File: src/rtl/elevator_pkg.sv
// elevator_pkg: shared types and constants for the elevator sequencing controller.
//   state_e      : controller states (IDLE, MOVE_UP, MOVE_DOWN, DOOR)
//   dir_e        : remembered sweep direction (UP, DOWN)
//   DEF_*        : default floor count and phase durations
//   timer_width(): width of the shared phase timer
package elevator_pkg;

  typedef enum logic [1:0] {
    IDLE      = 2'd0,
    MOVE_UP   = 2'd1,
    MOVE_DOWN = 2'd2,
    DOOR      = 2'd3
  } state_e;

  typedef enum logic {
    UP   = 1'b0,
    DOWN = 1'b1
  } dir_e;

  localparam int DEF_N_FLOORS   = 10;
  localparam int DEF_TRAVEL_CYC = 8;
  localparam int DEF_DOOR_CYC   = 4;

  // Enough bits to hold the longer of the two phase reload values.
  function automatic int timer_width(input int travel_cyc, input int door_cyc);
    int longest;
    longest = (travel_cyc > door_cyc) ? travel_cyc : door_cyc;
    return $clog2(longest) + 32'sd1;
  endfunction

endpackage

File: src/rtl/elevator_sched_if.sv
// elevator_sched_if: request/command bundle between the controller and the car.
//   button_out, button_in : hall and cab request buttons (into the controller)
//   current_floor         : one-hot car position
//   up, down, open        : motion and door commands
//   pending, busy         : outstanding requests and activity flag
// master = controller side, slave = button panel / car datapath side.
interface elevator_sched_if
  import elevator_pkg::*;
#(
  parameter int N_FLOORS = DEF_N_FLOORS
) ();

  logic [N_FLOORS-1:0] button_out;
  logic [N_FLOORS-1:0] button_in;
  logic [N_FLOORS-1:0] current_floor;
  logic [N_FLOORS-1:0] pending;
  logic                up;
  logic                down;
  logic                open;
  logic                busy;

  modport master (
    input  button_out, button_in,
    output current_floor, pending, up, down, open, busy
  );

  modport slave (
    output button_out, button_in,
    input  current_floor, pending, up, down, open, busy
  );

endinterface

File: src/rtl/elev_timer.sv
// elev_timer: loadable down-counter shared by the travel and door phases.
//   clk, rst_n : clock and synchronous active-low reset
//   load       : reload strobe, takes priority over counting
//   load_val   : value loaded on load (phase length minus one)
//   done       : counter is at zero, i.e. the current cycle is the last one
module elev_timer #(
  parameter int W = 4
) (
  input  logic         clk,
  input  logic         rst_n,
  input  logic         load,
  input  logic [W-1:0] load_val,
  output logic         done
);

  logic [W-1:0] cnt_q;
  logic [W-1:0] cnt_d;

  // Next count: reload, else decrement and hold at zero.
  always_comb begin
    cnt_d = cnt_q;
    if (load) begin
      cnt_d = load_val;
    end else if (cnt_q != '0) begin
      cnt_d = cnt_q - W'(1'b1);
    end else begin
      cnt_d = cnt_q;
    end
  end

  // Counter register.
  always_ff @(posedge clk) begin
    if (!rst_n) begin
      cnt_q <= '0;
    end else begin
      cnt_q <= cnt_d;
    end
  end

  assign done = (cnt_q == '0);

endmodule

File: src/rtl/elevator_sched.sv
// elevator_sched: SCAN-policy sequencing controller for the elevator car.
//   clk, rst_n : clock and synchronous active-low reset
//   bus        : elevator_sched_if.master (buttons in; floor, up/down/open,
//                pending and busy out, all registered)
module elevator_sched
  import elevator_pkg::*;
#(
  parameter int N_FLOORS   = DEF_N_FLOORS,
  parameter int TRAVEL_CYC = DEF_TRAVEL_CYC,
  parameter int DOOR_CYC   = DEF_DOOR_CYC
) (
  input logic               clk,
  input logic               rst_n,
  elevator_sched_if.master  bus
);

  localparam int TMR_W = timer_width(TRAVEL_CYC, DOOR_CYC);
  // The timer counts down to zero inclusive, so load one less than the phase length.
  localparam logic [TMR_W-1:0] TRAVEL_LD = TMR_W'(TRAVEL_CYC - 32'sd1);
  localparam logic [TMR_W-1:0] DOOR_LD   = TMR_W'(DOOR_CYC - 32'sd1);

  typedef logic [N_FLOORS-1:0] fvec_t;

  // Bits strictly above / below a one-hot floor.
  function automatic fvec_t mask_above(input fvec_t f);
    return ~(f | (f - N_FLOORS'(1'b1)));
  endfunction

  function automatic fvec_t mask_below(input fvec_t f);
    return f - N_FLOORS'(1'b1);
  endfunction

  state_e     state_q, state_d;
  dir_e       dir_q, dir_d;
  fvec_t      floor_q, floor_d;
  fvec_t      pending_q, pending_d;
  logic       up_q, down_q, open_q, busy_q;

  fvec_t      press_s, clr_s, ahead_s, behind_s;
  logic       req_here_s, req_above_s, req_below_s;
  logic       going_up_s, door_restart_s;
  logic       tmr_load_s, tmr_done_s;
  logic [TMR_W-1:0] tmr_val_s;

  assign press_s     = bus.button_out | bus.button_in;
  assign req_here_s  = |(pending_q & floor_q);
  assign req_above_s = |(pending_q & mask_above(floor_q));
  assign req_below_s = |(pending_q & mask_below(floor_q));
  assign going_up_s  = (state_q == MOVE_UP);

  elev_timer #(.W(TMR_W)) u_timer (
    .clk      (clk),
    .rst_n    (rst_n),
    .load     (tmr_load_s),
    .load_val (tmr_val_s),
    .done     (tmr_done_s)
  );

  // Next-state, floor, pending and timer control.
  always_comb begin
    state_d        = state_q;
    floor_d        = floor_q;
    door_restart_s = 1'b0;
    ahead_s        = '0;
    behind_s       = '0;
    case (state_q)
      IDLE: begin
        if (req_here_s) begin
          state_d = DOOR;
        end else if (req_above_s && req_below_s) begin
          state_d = (dir_q == UP) ? MOVE_UP : MOVE_DOWN;
        end else if (req_above_s) begin
          state_d = MOVE_UP;
        end else if (req_below_s) begin
          state_d = MOVE_DOWN;
        end else begin
          state_d = IDLE;
        end
      end
      MOVE_UP, MOVE_DOWN: begin
        if (tmr_done_s) begin
          // Shift one floor, refusing to run off either end.
          if (going_up_s) begin
            floor_d = floor_q[N_FLOORS-1] ? floor_q : {floor_q[N_FLOORS-2:0], 1'b0};
          end else begin
            floor_d = floor_q[0] ? floor_q : {1'b0, floor_q[N_FLOORS-1:1]};
          end
          ahead_s  = going_up_s ? mask_above(floor_d) : mask_below(floor_d);
          behind_s = going_up_s ? mask_below(floor_d) : mask_above(floor_d);
          // A press landing on the arrival edge still stops the car here.
          if (|(floor_d & (pending_q | press_s))) begin
            state_d = DOOR;
          end else if (|(pending_q & ahead_s)) begin
            state_d = state_q;
          end else if (|(pending_q & behind_s)) begin
            state_d = going_up_s ? MOVE_DOWN : MOVE_UP;
          end else begin
            state_d = IDLE;
          end
        end else begin
          state_d = state_q;
        end
      end
      DOOR: begin
        if (|(press_s & floor_q)) begin
          door_restart_s = 1'b1;
          state_d        = DOOR;
        end else if (tmr_done_s) begin
          if ((dir_q == UP) && req_above_s) begin
            state_d = MOVE_UP;
          end else if (req_below_s) begin
            state_d = MOVE_DOWN;
          end else if (req_above_s) begin
            state_d = MOVE_UP;
          end else begin
            state_d = IDLE;
          end
        end else begin
          state_d = DOOR;
        end
      end
      default: begin
        state_d = IDLE;
      end
    endcase

    if (state_d == MOVE_UP) begin
      dir_d = UP;
    end else if (state_d == MOVE_DOWN) begin
      dir_d = DOWN;
    end else begin
      dir_d = dir_q;
    end

    // Requests at the door floor are absorbed while open and on the entry edge.
    clr_s = '0;
    if (state_q == DOOR) begin
      clr_s = clr_s | floor_q;
    end else begin
      clr_s = clr_s;
    end
    if (state_d == DOOR) begin
      clr_s = clr_s | floor_d;
    end else begin
      clr_s = clr_s;
    end
    pending_d = (pending_q | press_s) & ~clr_s;

    // Reload on every phase entry, each extra floor of travel and door restarts.
    tmr_load_s = (state_d != IDLE) &&
                 ((state_d != state_q) || tmr_done_s || door_restart_s);
    tmr_val_s  = (state_d == DOOR) ? DOOR_LD : TRAVEL_LD;
  end

  // State, position, request and output registers.
  always_ff @(posedge clk) begin
    if (!rst_n) begin
      state_q   <= IDLE;
      dir_q     <= UP;
      floor_q   <= N_FLOORS'(1'b1);
      pending_q <= '0;
      up_q      <= 1'b0;
      down_q    <= 1'b0;
      open_q    <= 1'b0;
      busy_q    <= 1'b0;
    end else begin
      state_q   <= state_d;
      dir_q     <= dir_d;
      floor_q   <= floor_d;
      pending_q <= pending_d;
      up_q      <= (state_d == MOVE_UP);
      down_q    <= (state_d == MOVE_DOWN);
      open_q    <= (state_d == DOOR);
      busy_q    <= (state_d != IDLE);
    end
  end

  assign bus.current_floor = floor_q;
  assign bus.pending       = pending_q;
  assign bus.up            = up_q;
  assign bus.down          = down_q;
  assign bus.open          = open_q;
  assign bus.busy          = busy_q;

endmodule

File: src/flat_wrapper.sv
// flat-port wrapper written by rule: the top's interface ports become plain ports
module elevator_sched_flat import elevator_pkg::*;
#(
  parameter int N_FLOORS   = DEF_N_FLOORS,
  parameter int TRAVEL_CYC = DEF_TRAVEL_CYC,
  parameter int DOOR_CYC   = DEF_DOOR_CYC
)
  (clk, rst_n, bus_button_out, bus_button_in, bus_current_floor, bus_pending, bus_up, bus_down, bus_open, bus_busy);
  elevator_sched_if #(.N_FLOORS(N_FLOORS)) bus_i ();
  input logic clk;
  input logic rst_n;
  input wire logic [$bits(bus_i.button_out)-1:0] bus_button_out;
  input wire logic [$bits(bus_i.button_in)-1:0] bus_button_in;
  output wire logic [$bits(bus_i.current_floor)-1:0] bus_current_floor;
  output wire logic [$bits(bus_i.pending)-1:0] bus_pending;
  output wire logic [$bits(bus_i.up)-1:0] bus_up;
  output wire logic [$bits(bus_i.down)-1:0] bus_down;
  output wire logic [$bits(bus_i.open)-1:0] bus_open;
  output wire logic [$bits(bus_i.busy)-1:0] bus_busy;
  assign bus_i.button_out = bus_button_out;
  assign bus_i.button_in = bus_button_in;
  assign bus_current_floor = bus_i.current_floor;
  assign bus_pending = bus_i.pending;
  assign bus_up = bus_i.up;
  assign bus_down = bus_i.down;
  assign bus_open = bus_i.open;
  assign bus_busy = bus_i.busy;
  elevator_sched #(.N_FLOORS(N_FLOORS), .TRAVEL_CYC(TRAVEL_CYC), .DOOR_CYC(DOOR_CYC)) u_core (.clk(clk), .rst_n(rst_n), .bus(bus_i));
endmodule
File: config.mk
export PLATFORM = sky130hd
export DESIGN_NAME = elevator_sched_flat
export DESIGN_NICKNAME = d
export VERILOG_FILES = /design/src/rtl/elevator_pkg.sv /design/src/rtl/elevator_sched_if.sv /design/src/rtl/elev_timer.sv /design/src/rtl/elevator_sched.sv /design/src/flat_wrapper.sv
export SDC_FILE = /design/constraint.sdc
export NUM_CORES = 1
export LEC_CHECK = 0
export BUFFER_PORTS_ARGS = -buffer_cell sky130_fd_sc_hd__clkbuf_2
export CAP_MARGIN = 15
export CELL_PAD_IN_SITES_DETAIL_PLACEMENT = 0
export CELL_PAD_IN_SITES_GLOBAL_PLACEMENT = 2
export CORE_ASPECT_RATIO = 0.7
export CORE_UTILIZATION = 35
export CTS_CLUSTER_DIAMETER = 60
export DETAILED_ROUTE_END_ITERATION = 10
export PLACE_DENSITY_LB_ADDON = 0.1
export SLEW_MARGIN = 30
export SYNTH_ARGS = -nofsm -noshare
export SYNTH_HDL_FRONTEND = slang
export SYNTH_SLANG_ARGS = --single-unit
File: constraint.sdc
create_clock -name clk -period 7.85 [get_ports clk]
set_clock_uncertainty 0.15 [all_clocks]
set_input_delay 1.1775 -clock clk [delete_from_list [all_inputs] [get_ports clk]]
set_output_delay 1.1775 -clock clk [all_outputs]
set_load 0.02 [all_outputs]
==> results of run 1 <==
==> layout make-up <==
cell class | instances | area, sq um
multi-input cells | 271 | 1886
clock buffers | 6 | 82.58
fillers | 773 | 4327
inverters | 29 | 108.9
repair buffers | 46 | 232.7
clock inverters | 1 | 5.005
flip-flops and latches | 31 | 620.6
well taps | 98 | 122.6
==> state kept, by name, indices dropped and copies added (netlist names) <==
signal,count
u_core.state_q,2
u_core.bus.open,1
u_core.dir_q,1
u_core.bus.down,1
u_core.u_timer.cnt_q,4
u_core.bus.up,1
u_core.bus.busy,1
u_core.bus.pending,10
u_core.bus.current_floor,10
==> stage by stage <==
stage	setup WS [ns]	instances	util, %
detailed placement	2.712	475	40.22
CTS	2.684	482	41.41
floorplan	3.265	350	-
finish	2.649	482	41.41
global placement	2.723	475	40.22
global route	2.303	482	41.41
==> power by group <==
group | leakage [nW] | switching [mW] | total [mW] | internal (mW)
sequential | 0.256 | 0.0705 | 0.268 | 0.197
combinational | 0.906 | 0.620 | 1.03 | 0.409
clock | 0.0470 | 0.0678 | 0.137 | 0.0690
==> final timing paths <==
check	from	endpoint	slack [ns]	cells after the start
setup / recovery	u_core.state_q[1]$_SDFF_PN0_	u_core.u_timer.cnt_q[1]$_SDFFE_PN0P_	2.65	18
hold / removal	u_core.u_timer.cnt_q[3]$_SDFFE_PN0P_	u_core.u_timer.cnt_q[3]$_SDFFE_PN0P_	0.43	2
setup reg to reg	u_core.state_q[1]$_SDFF_PN0_	u_core.u_timer.cnt_q[1]$_SDFFE_PN0P_	2.65	18
hold reg to reg	u_core.u_timer.cnt_q[3]$_SDFFE_PN0P_	u_core.u_timer.cnt_q[3]$_SDFFE_PN0P_	0.43	2
==> per-layer routing <==
layer,vias to the layer above,GRT usage (%)
li1,1374,-
met1,1337,38.74
met2,135,31.83
met3,6,5.047
met4,0,5.327
met5,-,0
==> cells by family after synthesis <==
family | after synthesis | share of synthesized area, %
muxes | 12 | 4.954
buffers and inverters | 48 | 7.269
xor gates and xnor gates | 3 | 0.9724
and+or+nand+nor | 136 | 24.58
adders and majority gates | 26 | 11.94
DFF | 31 | 22.96
AOI/OAI and AO/OA | 94 | 27.31
==> cell usage in the layout, fill, tap and decap left out, types with 7 or more instances in the layout <==
cell type                  count
sky130_fd_sc_hd__inv_1        29
sky130_fd_sc_hd__nand2_1      26
sky130_fd_sc_hd__ha_1         25
sky130_fd_sc_hd__or3_1        20
sky130_fd_sc_hd__dfxtp_1      31
sky130_fd_sc_hd__o221ai_1      8
sky130_fd_sc_hd__mux2_2        9
sky130_fd_sc_hd__nand4_1       8
sky130_fd_sc_hd__a21oi_1      13
sky130_fd_sc_hd__nor3_1       11
sky130_fd_sc_hd__clkbuf_2     45
sky130_fd_sc_hd__o21ai_0      12
sky130_fd_sc_hd__a222oi_1      7
sky130_fd_sc_hd__a22oi_1      12
sky130_fd_sc_hd__nor2_1       45
==> worst register-to-register path, delay by kind of cell (launching register included) <==
family	cells	cell delay [ns]
mux	2	0.74
flops	1	0.36
buf+inv	2	0.43
simple gates	6	1.36
compound gates	6	1.61
fa+ha+maj	2	0.41
==> impl_metrics.xml, run 1 <==
<?xml version="1.0" encoding="UTF-8"?>
<metrics>
  <group name="outcome">
    <metric name="outcome" unit="">finished clean</metric>
  </group>
  <group name="power_and_ir_drop">
    <metric name="power_per_cell_area" unit="nW/um^2">468.9</metric>
    <metric name="leakage_power_of_the_design" unit="nW">1.210</metric>
    <metric name="p_total" unit="mW">1.434</metric>
    <metric name="ir_drop" unit="V">0.0001500</metric>
  </group>
  <group name="synth">
    <metric name="yosysSeqAreaShare" unit="%">22.96</metric>
    <metric name="ys_ff_latch" unit="">31</metric>
    <metric name="post_synth_num_cell_types" unit="">56</metric>
    <metric name="mappedNetlistArea" unit="sq um">2703</metric>
    <metric name="synth_top_area_cells" unit="">sky130_fd_sc_hd__dfxtp_1, sky130_fd_sc_hd__ha_1, sky130_fd_sc_hd__nor2_1</metric>
    <metric name="synth.yosys.warnings" unit="">0</metric>
    <metric name="netlist.area_leader.share" unit="%">22.96</metric>
    <metric name="ys_top_cells_by_count" unit="">sky130_fd_sc_hd__nor2_1, sky130_fd_sc_hd__dfxtp_1, sky130_fd_sc_hd__inv_1</metric>
    <metric name="synth.avg_cell_area" unit="sq um">7.722</metric>
    <metric name="synth.most_common_cell" unit="">sky130_fd_sc_hd__nor2_1</metric>
    <metric name="number_of_flops_mapped_to_enable_cells_by_yosys" unit="">0</metric>
    <metric name="synth_fp_nets" unit="">397</metric>
    <metric name="ys.flop_type" unit="">sky130_fd_sc_hd__dfxtp_1</metric>
    <metric name="synth_cells" unit="">350</metric>
    <metric name="netlist.top_cell.by_area" unit="">sky130_fd_sc_hd__dfxtp_1</metric>
    <metric name="async_sr_flop_fraction" unit="%">0</metric>
  </group>
  <group name="routing">
    <metric name="routed_metal_1_wire_length" unit="microns">5053</metric>
    <metric name="viasPerCell" unit="">5.917</metric>
    <metric name="routed-wl-met3" unit="microns">825</metric>
    <metric name="drt_drc_violations_left" unit="">0</metric>
    <metric name="drt_first_pass_iters" unit="">6</metric>
    <metric name="drt-initial-drc-count" unit="">258</metric>
    <metric name="routed-wl-met2" unit="microns">3543</metric>
    <metric name="ant_nets" unit="">0</metric>
    <metric name="highest-signal-layer" unit="">met4</metric>
    <metric name="detail_route.wirelength" unit="microns">9496</metric>
    <metric name="via_count" unit="">2852</metric>
    <metric name="wire_per_inst" unit="microns">19.70</metric>
  </group>
  <group name="global_route">
    <metric name="antenna_violations_before_repair" unit="">0</metric>
    <metric name="grt_first_pass_wirelength" unit="microns">14460</metric>
    <metric name="global_route.overflow_total" unit="">0</metric>
    <metric name="largest_net_degree_at_the_start_of_global_routing" unit="">31</metric>
    <metric name="grt.total_usage" unit="%">24.19</metric>
    <metric name="grt_pass1_vias" unit="">2458</metric>
  </group>
  <group name="layout">
    <metric name="fin_area" unit="sq um">3058</metric>
    <metric name="num-nets-final" unit="">431</metric>
    <metric name="diodes" unit="">0</metric>
    <metric name="drive_gt1_share" unit="%">18.49</metric>
    <metric name="area_growth" unit="%">13.15</metric>
  </group>
  <group name="floorplanning">
    <metric name="num_rows" unit="">26</metric>
    <metric name="die_x" unit="microns">107.0</metric>
    <metric name="floorplan.core_area" unit="sq um">7385</metric>
    <metric name="boundaryPins" unit="">46</metric>
    <metric name="floorplan.die_area" unit="sq um">8083</metric>
    <metric name="die-height" unit="microns">75.52</metric>
    <metric name="initial_core_util" unit="%">36.60</metric>
  </group>
  <group name="timing">
    <metric name="relSlewSlack" unit="%">44.08</metric>
    <metric name="layout_worst_path_cycle_share" unit="%">66.26</metric>
    <metric name="max_slew.worst_pin.slew" unit="ns">0.8368</metric>
    <metric name="timing_hold_violations_final" unit="">0</metric>
    <metric name="final-setup-viol-count" unit="">0</metric>
    <metric name="fmax" unit="MHz">192.3</metric>
    <metric name="final_layout_worst_hold_slack" unit="ns">0.4287</metric>
    <metric name="final_period_minus_worst_setup_slack" unit="ns">5.201</metric>
    <metric name="timing_max_transition_violations_final" unit="">0</metric>
    <metric name="setup_tns" unit="ns">0</metric>
    <metric name="rsz0062_at_grt" unit="">false</metric>
  </group>
  <group name="critical_path">
    <metric name="slowest_stage" unit="">sky130_fd_sc_hd__or4_1</metric>
    <metric name="worst_setup_path_end_kind" unit="">register</metric>
    <metric name="worstPathArrival" unit="ns">5.20</metric>
    <metric name="path_delay_family" unit="">compound AO/OA/AOI/OAI gates</metric>
    <metric name="timing.setup.critical_path_class" unit="">register to register</metric>
    <metric name="max_stage_delay" unit="ns">0.53</metric>
    <metric name="cp_max_fo" unit="">30</metric>
    <metric name="worst-endpoint-required" unit="ns">7.85</metric>
    <metric name="worst_path_cell_trace" unit="">inv_1, ha_1, buf_4, mux2i_1, o221ai_1, and2_1, and3_1, nand4_1, ha_1, mux2_2, a22oi_1, nand4_2, o311ai_2, o311ai_1, o41a_4, or4_1, o221ai_1, nor3_1</metric>
    <metric name="critPathLaunchType" unit="">register</metric>
    <metric name="critical_path.n_buffers_inverters" unit="">2</metric>
  </group>
  <group name="clock_network">
    <metric name="tritoncts" unit="">built</metric>
    <metric name="postCtsSetupBuffers" unit="">0</metric>
    <metric name="cts.hold.buffers_added" unit="">0</metric>
    <metric name="cts_buffers" unit="">5</metric>
    <metric name="cts_htree_levels" unit="">2</metric>
    <metric name="clk_path_buf_depth" unit="">2</metric>
    <metric name="clock-root-buffer" unit="">sky130_fd_sc_hd__clkbuf_8</metric>
    <metric name="worst_setup_hold_path_clk_slew" unit="ns">0.08</metric>
    <metric name="post_cts.resized_instances" unit="">0</metric>
    <metric name="clkLatencyLatePin" unit="ns">0.28</metric>
    <metric name="clock_sinks" unit="">31</metric>
  </group>
  <group name="hold_path">
    <metric name="hold_class" unit="">register to register</metric>
  </group>
  <group name="place">
    <metric name="routabilityCongestion" unit="">0.8984</metric>
    <metric name="number_of_input_and_output_port_buffers_inserted" unit="">45</metric>
    <metric name="post-dp-hpwl" unit="microns">7308</metric>
    <metric name="dpl-instance-area" unit="sq um">2970</metric>
  </group>
  <group name="run">
    <metric name="maxCapViolations" unit="">0</metric>
  </group>
</metrics>
Note: power is estimated with default switching activity, not from simulation.
==> run 2: changes to the inputs <==
--- a/config.mk
+++ b/config.mk
@@ -10,7 +10,7 @@
 export CELL_PAD_IN_SITES_DETAIL_PLACEMENT = 0
 export CELL_PAD_IN_SITES_GLOBAL_PLACEMENT = 2
 export CORE_ASPECT_RATIO = 0.7
-export CORE_UTILIZATION = 35
+export CORE_UTILIZATION = 33
 export CTS_CLUSTER_DIAMETER = 60
 export DETAILED_ROUTE_END_ITERATION = 10
 export PLACE_DENSITY_LB_ADDON = 0.1
==> constraint.sdc (replaced) <==
create_clock -name clk -period 5.1 [get_ports clk]
set_clock_uncertainty 0.15 [all_clocks]
set_input_delay 0.765 -clock clk [delete_from_list [all_inputs] [get_ports clk]]
set_output_delay 0.765 -clock clk [all_outputs]
set_load 0.02 [all_outputs]
==> impl_metrics.xml, run 2 (synthesis results as in run 1) <==
<?xml version="1.0" encoding="UTF-8"?>
<metrics>
  <group name="critical_path">
    <metric name="cp_max_fo" unit="">11</metric>
    <metric name="worst_path_cell_trace" unit="">inv_1, ha_4, a21o_1, a222oi_1, ha_2, nand4_1, ha_1, mux2_2, a2bb2oi_1, nand4_2, o311ai_2, o311ai_1, o41a_4, or4_1, o221ai_1, nor3_1</metric>
    <metric name="worstPathArrival" unit="ns">4.78</metric>
    <metric name="crit-reg2reg-capture" unit="">u_core.u_timer.cnt_q[0]$_SDFFE_PN0P_</metric>
    <metric name="critical_path.n_buffers_inverters" unit="">1</metric>
    <metric name="reg2reg_depth" unit="">16</metric>
    <metric name="worst-endpoint-required" unit="ns">5.09</metric>
    <metric name="worst_setup_path_end_kind" unit="">register</metric>
    <metric name="critical_path.reg2reg.startpoint" unit="">u_core.state_q[1]$_SDFF_PN0_</metric>
    <metric name="slowest_stage" unit="">sky130_fd_sc_hd__or4_1</metric>
    <metric name="path_delay_family" unit="">compound AO/OA/AOI/OAI gates</metric>
    <metric name="max_stage_delay" unit="ns">0.53</metric>
    <metric name="timing.setup.critical_path_class" unit="">register to register</metric>
    <metric name="critPathLaunchType" unit="">register</metric>
    <metric name="reg2reg_setup_slack" unit="ns">0.31</metric>
  </group>
  <group name="layout">
    <metric name="register_cell_area_after_layout" unit="sq um">620.6</metric>
    <metric name="multiInputGateArea" unit="sq um">1907</metric>
    <metric name="post-route-util" unit="%">41.20</metric>
    <metric name="fin_area" unit="sq um">3257</metric>
    <metric name="num-nets-final" unit="">447</metric>
    <metric name="area_growth" unit="%">20.51</metric>
    <metric name="layout_common_cells" unit="">sky130_fd_sc_hd__nor2_1, sky130_fd_sc_hd__clkbuf_2, sky130_fd_sc_hd__dfxtp_1, sky130_fd_sc_hd__inv_1, sky130_fd_sc_hd__nand2_1</metric>
    <metric name="diodes" unit="">0</metric>
    <metric name="drive_gt1_share" unit="%">22.69</metric>
    <metric name="n_fill_cell" unit="">848</metric>
  </group>
  <group name="power_and_ir_drop">
    <metric name="power_per_cell_area" unit="nW/um^2">750.8</metric>
    <metric name="ir_drop" unit="V">0.0003012</metric>
    <metric name="p_comb_share" unit="%">71.2</metric>
    <metric name="clockPowerShare" unit="%">12.4</metric>
    <metric name="leakage_power_of_the_design" unit="nW">1.309</metric>
    <metric name="p_total" unit="mW">2.445</metric>
    <metric name="switching_share" unit="%">51.04</metric>
    <metric name="internal-power" unit="mW">1.197</metric>
    <metric name="power_frac_seq" unit="%">16.4</metric>
    <metric name="netSwitchingPower" unit="mW">1.248</metric>
  </group>
  <group name="clock_network">
    <metric name="cts_htree_levels" unit="">2</metric>
    <metric name="postCtsSetupBuffers" unit="">0</metric>
    <metric name="clk_path_buf_depth" unit="">2</metric>
    <metric name="clock_sinks" unit="">31</metric>
    <metric name="tritoncts" unit="">built</metric>
    <metric name="clock-root-buffer" unit="">sky130_fd_sc_hd__clkbuf_16</metric>
    <metric name="cts.hold.buffers_added" unit="">0</metric>
    <metric name="post_cts.resized_instances" unit="">0</metric>
    <metric name="clkLatencyLatePin" unit="ns">0.28</metric>
    <metric name="worst_setup_hold_path_clk_slew" unit="ns">0.06</metric>
    <metric name="cts_buffers" unit="">5</metric>
  </group>
  <group name="floorplanning">
    <metric name="initial_core_util" unit="%">34.19</metric>
    <metric name="floorplan.die_area" unit="sq um">8561</metric>
    <metric name="boundaryPins" unit="">46</metric>
    <metric name="die-height" unit="microns">77.72</metric>
    <metric name="floorplan.core_area" unit="sq um">7905</metric>
    <metric name="die_x" unit="microns">110.2</metric>
    <metric name="num_rows" unit="">27</metric>
  </group>
  <group name="timing">
    <metric name="rsz0062_at_grt" unit="">false</metric>
    <metric name="layout_worst_path_cycle_share" unit="%">94.01</metric>
    <metric name="fmax" unit="MHz">208.6</metric>
    <metric name="max_slew.worst_pin.slew" unit="ns">0.8501</metric>
    <metric name="relSlewSlack" unit="%">43.19</metric>
    <metric name="postLayoutSetupSlackWorst" unit="ns">0.3057</metric>
    <metric name="final-setup-viol-count" unit="">0</metric>
    <metric name="timing_max_transition_violations_final" unit="">0</metric>
    <metric name="timing_hold_violations_final" unit="">0</metric>
    <metric name="final_period_minus_worst_setup_slack" unit="ns">4.794</metric>
    <metric name="setup_tns" unit="ns">0</metric>
  </group>
  <group name="hold_path">
    <metric name="min-delay-start" unit="">u_core.u_timer.cnt_q[3]$_SDFFE_PN0P_</metric>
    <metric name="whs_endpoint" unit="">u_core.u_timer.cnt_q[3]$_SDFFE_PN0P_</metric>
    <metric name="timing.hold.worst_path_depth" unit="">2</metric>
    <metric name="hold_class" unit="">register to register</metric>
  </group>
  <group name="outcome">
    <metric name="outcome" unit="">finished clean</metric>
  </group>
  <group name="place">
    <metric name="routabilityCongestion" unit="">0.8929</metric>
    <metric name="dp_slack" unit="ns">0.2284</metric>
    <metric name="dpl-instance-area" unit="sq um">3094</metric>
    <metric name="post-dp-hpwl" unit="microns">8047</metric>
    <metric name="number_of_input_and_output_port_buffers_inserted" unit="">45</metric>
  </group>
  <group name="global_route">
    <metric name="grt_pass1_vias" unit="">2831</metric>
    <metric name="grt.total_usage" unit="%">25.78</metric>
    <metric name="antenna_violations_before_repair" unit="">0</metric>
    <metric name="grt_first_pass_wirelength" unit="microns">16410</metric>
    <metric name="global_route.overflow_total" unit="">0</metric>
    <metric name="largest_net_degree_at_the_start_of_global_routing" unit="">24</metric>
  </group>
  <group name="run">
    <metric name="maxCapViolations" unit="">0</metric>
  </group>
  <group name="routing">
    <metric name="drt_drc_violations_left" unit="">0</metric>
    <metric name="drt_first_pass_iters" unit="">5</metric>
    <metric name="via_count" unit="">2925</metric>
    <metric name="drt-initial-drc-count" unit="">305</metric>
    <metric name="ant_nets" unit="">0</metric>
    <metric name="detail_route.wirelength" unit="microns">10370</metric>
    <metric name="wire_per_inst" unit="microns">20.66</metric>
    <metric name="viasPerCell" unit="">5.827</metric>
  </group>
</metrics>
## run 2: area by class of cell
| cell class | instances | share of cell area, % |
|---|---|---|
| Multi-Input combinational cell | 271 | 58.55 |
| Sequential cell | 31 | 19.05 |
| Timing Repair Buffer | 62 | 10.83 |
| Clock buffer | 6 | 3.957 |
| Tap cell | 101 | 3.880 |
| Inverter | 29 | 3.342 |
| Clock inverter | 2 | 0.3842 |
## run 2: worst max-delay path by stage
stage,startpoint,endpoint,slack (ns),cells after the start
after CTS,u_core.state_q[1]$_SDFF_PN0_,u_core.u_timer.cnt_q[1]$_SDFFE_PN0P_,0.20,16
after global placement,u_core.state_q[1]$_SDFF_PN0_,u_core.u_timer.cnt_q[1]$_SDFFE_PN0P_,0.29,16
after floorplan,u_core.state_q[1]$_SDFF_PN0_,u_core.u_timer.cnt_q[0]$_SDFFE_PN0P_,0.52,17
after detailed placement,u_core.state_q[1]$_SDFF_PN0_,u_core.u_timer.cnt_q[1]$_SDFFE_PN0P_,0.23,16
final,u_core.state_q[1]$_SDFF_PN0_,u_core.u_timer.cnt_q[0]$_SDFFE_PN0P_,0.31,16
after global routing,u_core.state_q[1]$_SDFF_PN0_,u_core.u_timer.cnt_q[0]$_SDFFE_PN0P_,0.03,16
## run 2: power groups by stage
| stage | clock network, mW | logic (mW) | registers (mW) |
|---|---|---|---|
| after global routing | 0.314 | 1.92 | 0.410 |
| after CTS | 0.304 | 1.70 | 0.396 |
| after detailed placement | 0 | 1.68 | 0.400 |
| after global placement | 0 | 1.69 | 0.402 |
| final | 0.304 | 1.74 | 0.401 |
| after floorplan | 0 | 1.20 | 0.398 |
## run 2: routing by layer
metal | share of wire (%) | track usage [%]
met5 | 0 | 0
met2 | 37 | 33.75
met4 | 1.3 | 6.711
met3 | 6.4 | 4.454
met1 | 55 | 41.59
## run 2: metrics by stage
stage	hold WS, ns	std cells
floorplan	0.3945	350
global placement	0.4166	494
detailed placement	0.4309	494
CTS	0.4392	502
global route	0.4732	502
finish	0.4326	502
## run 2: worst register-to-register path, delay by kind of cell, from the launching register on
family                     cells  cell delay, ns
and+or+nand+nor                4            0.90
muxes                          1            0.28
DFF                            1            0.42
adders and majority gates      3            0.85
buffers and inverters          1            0.13
AOI/OAI and AO/OA              7            1.91
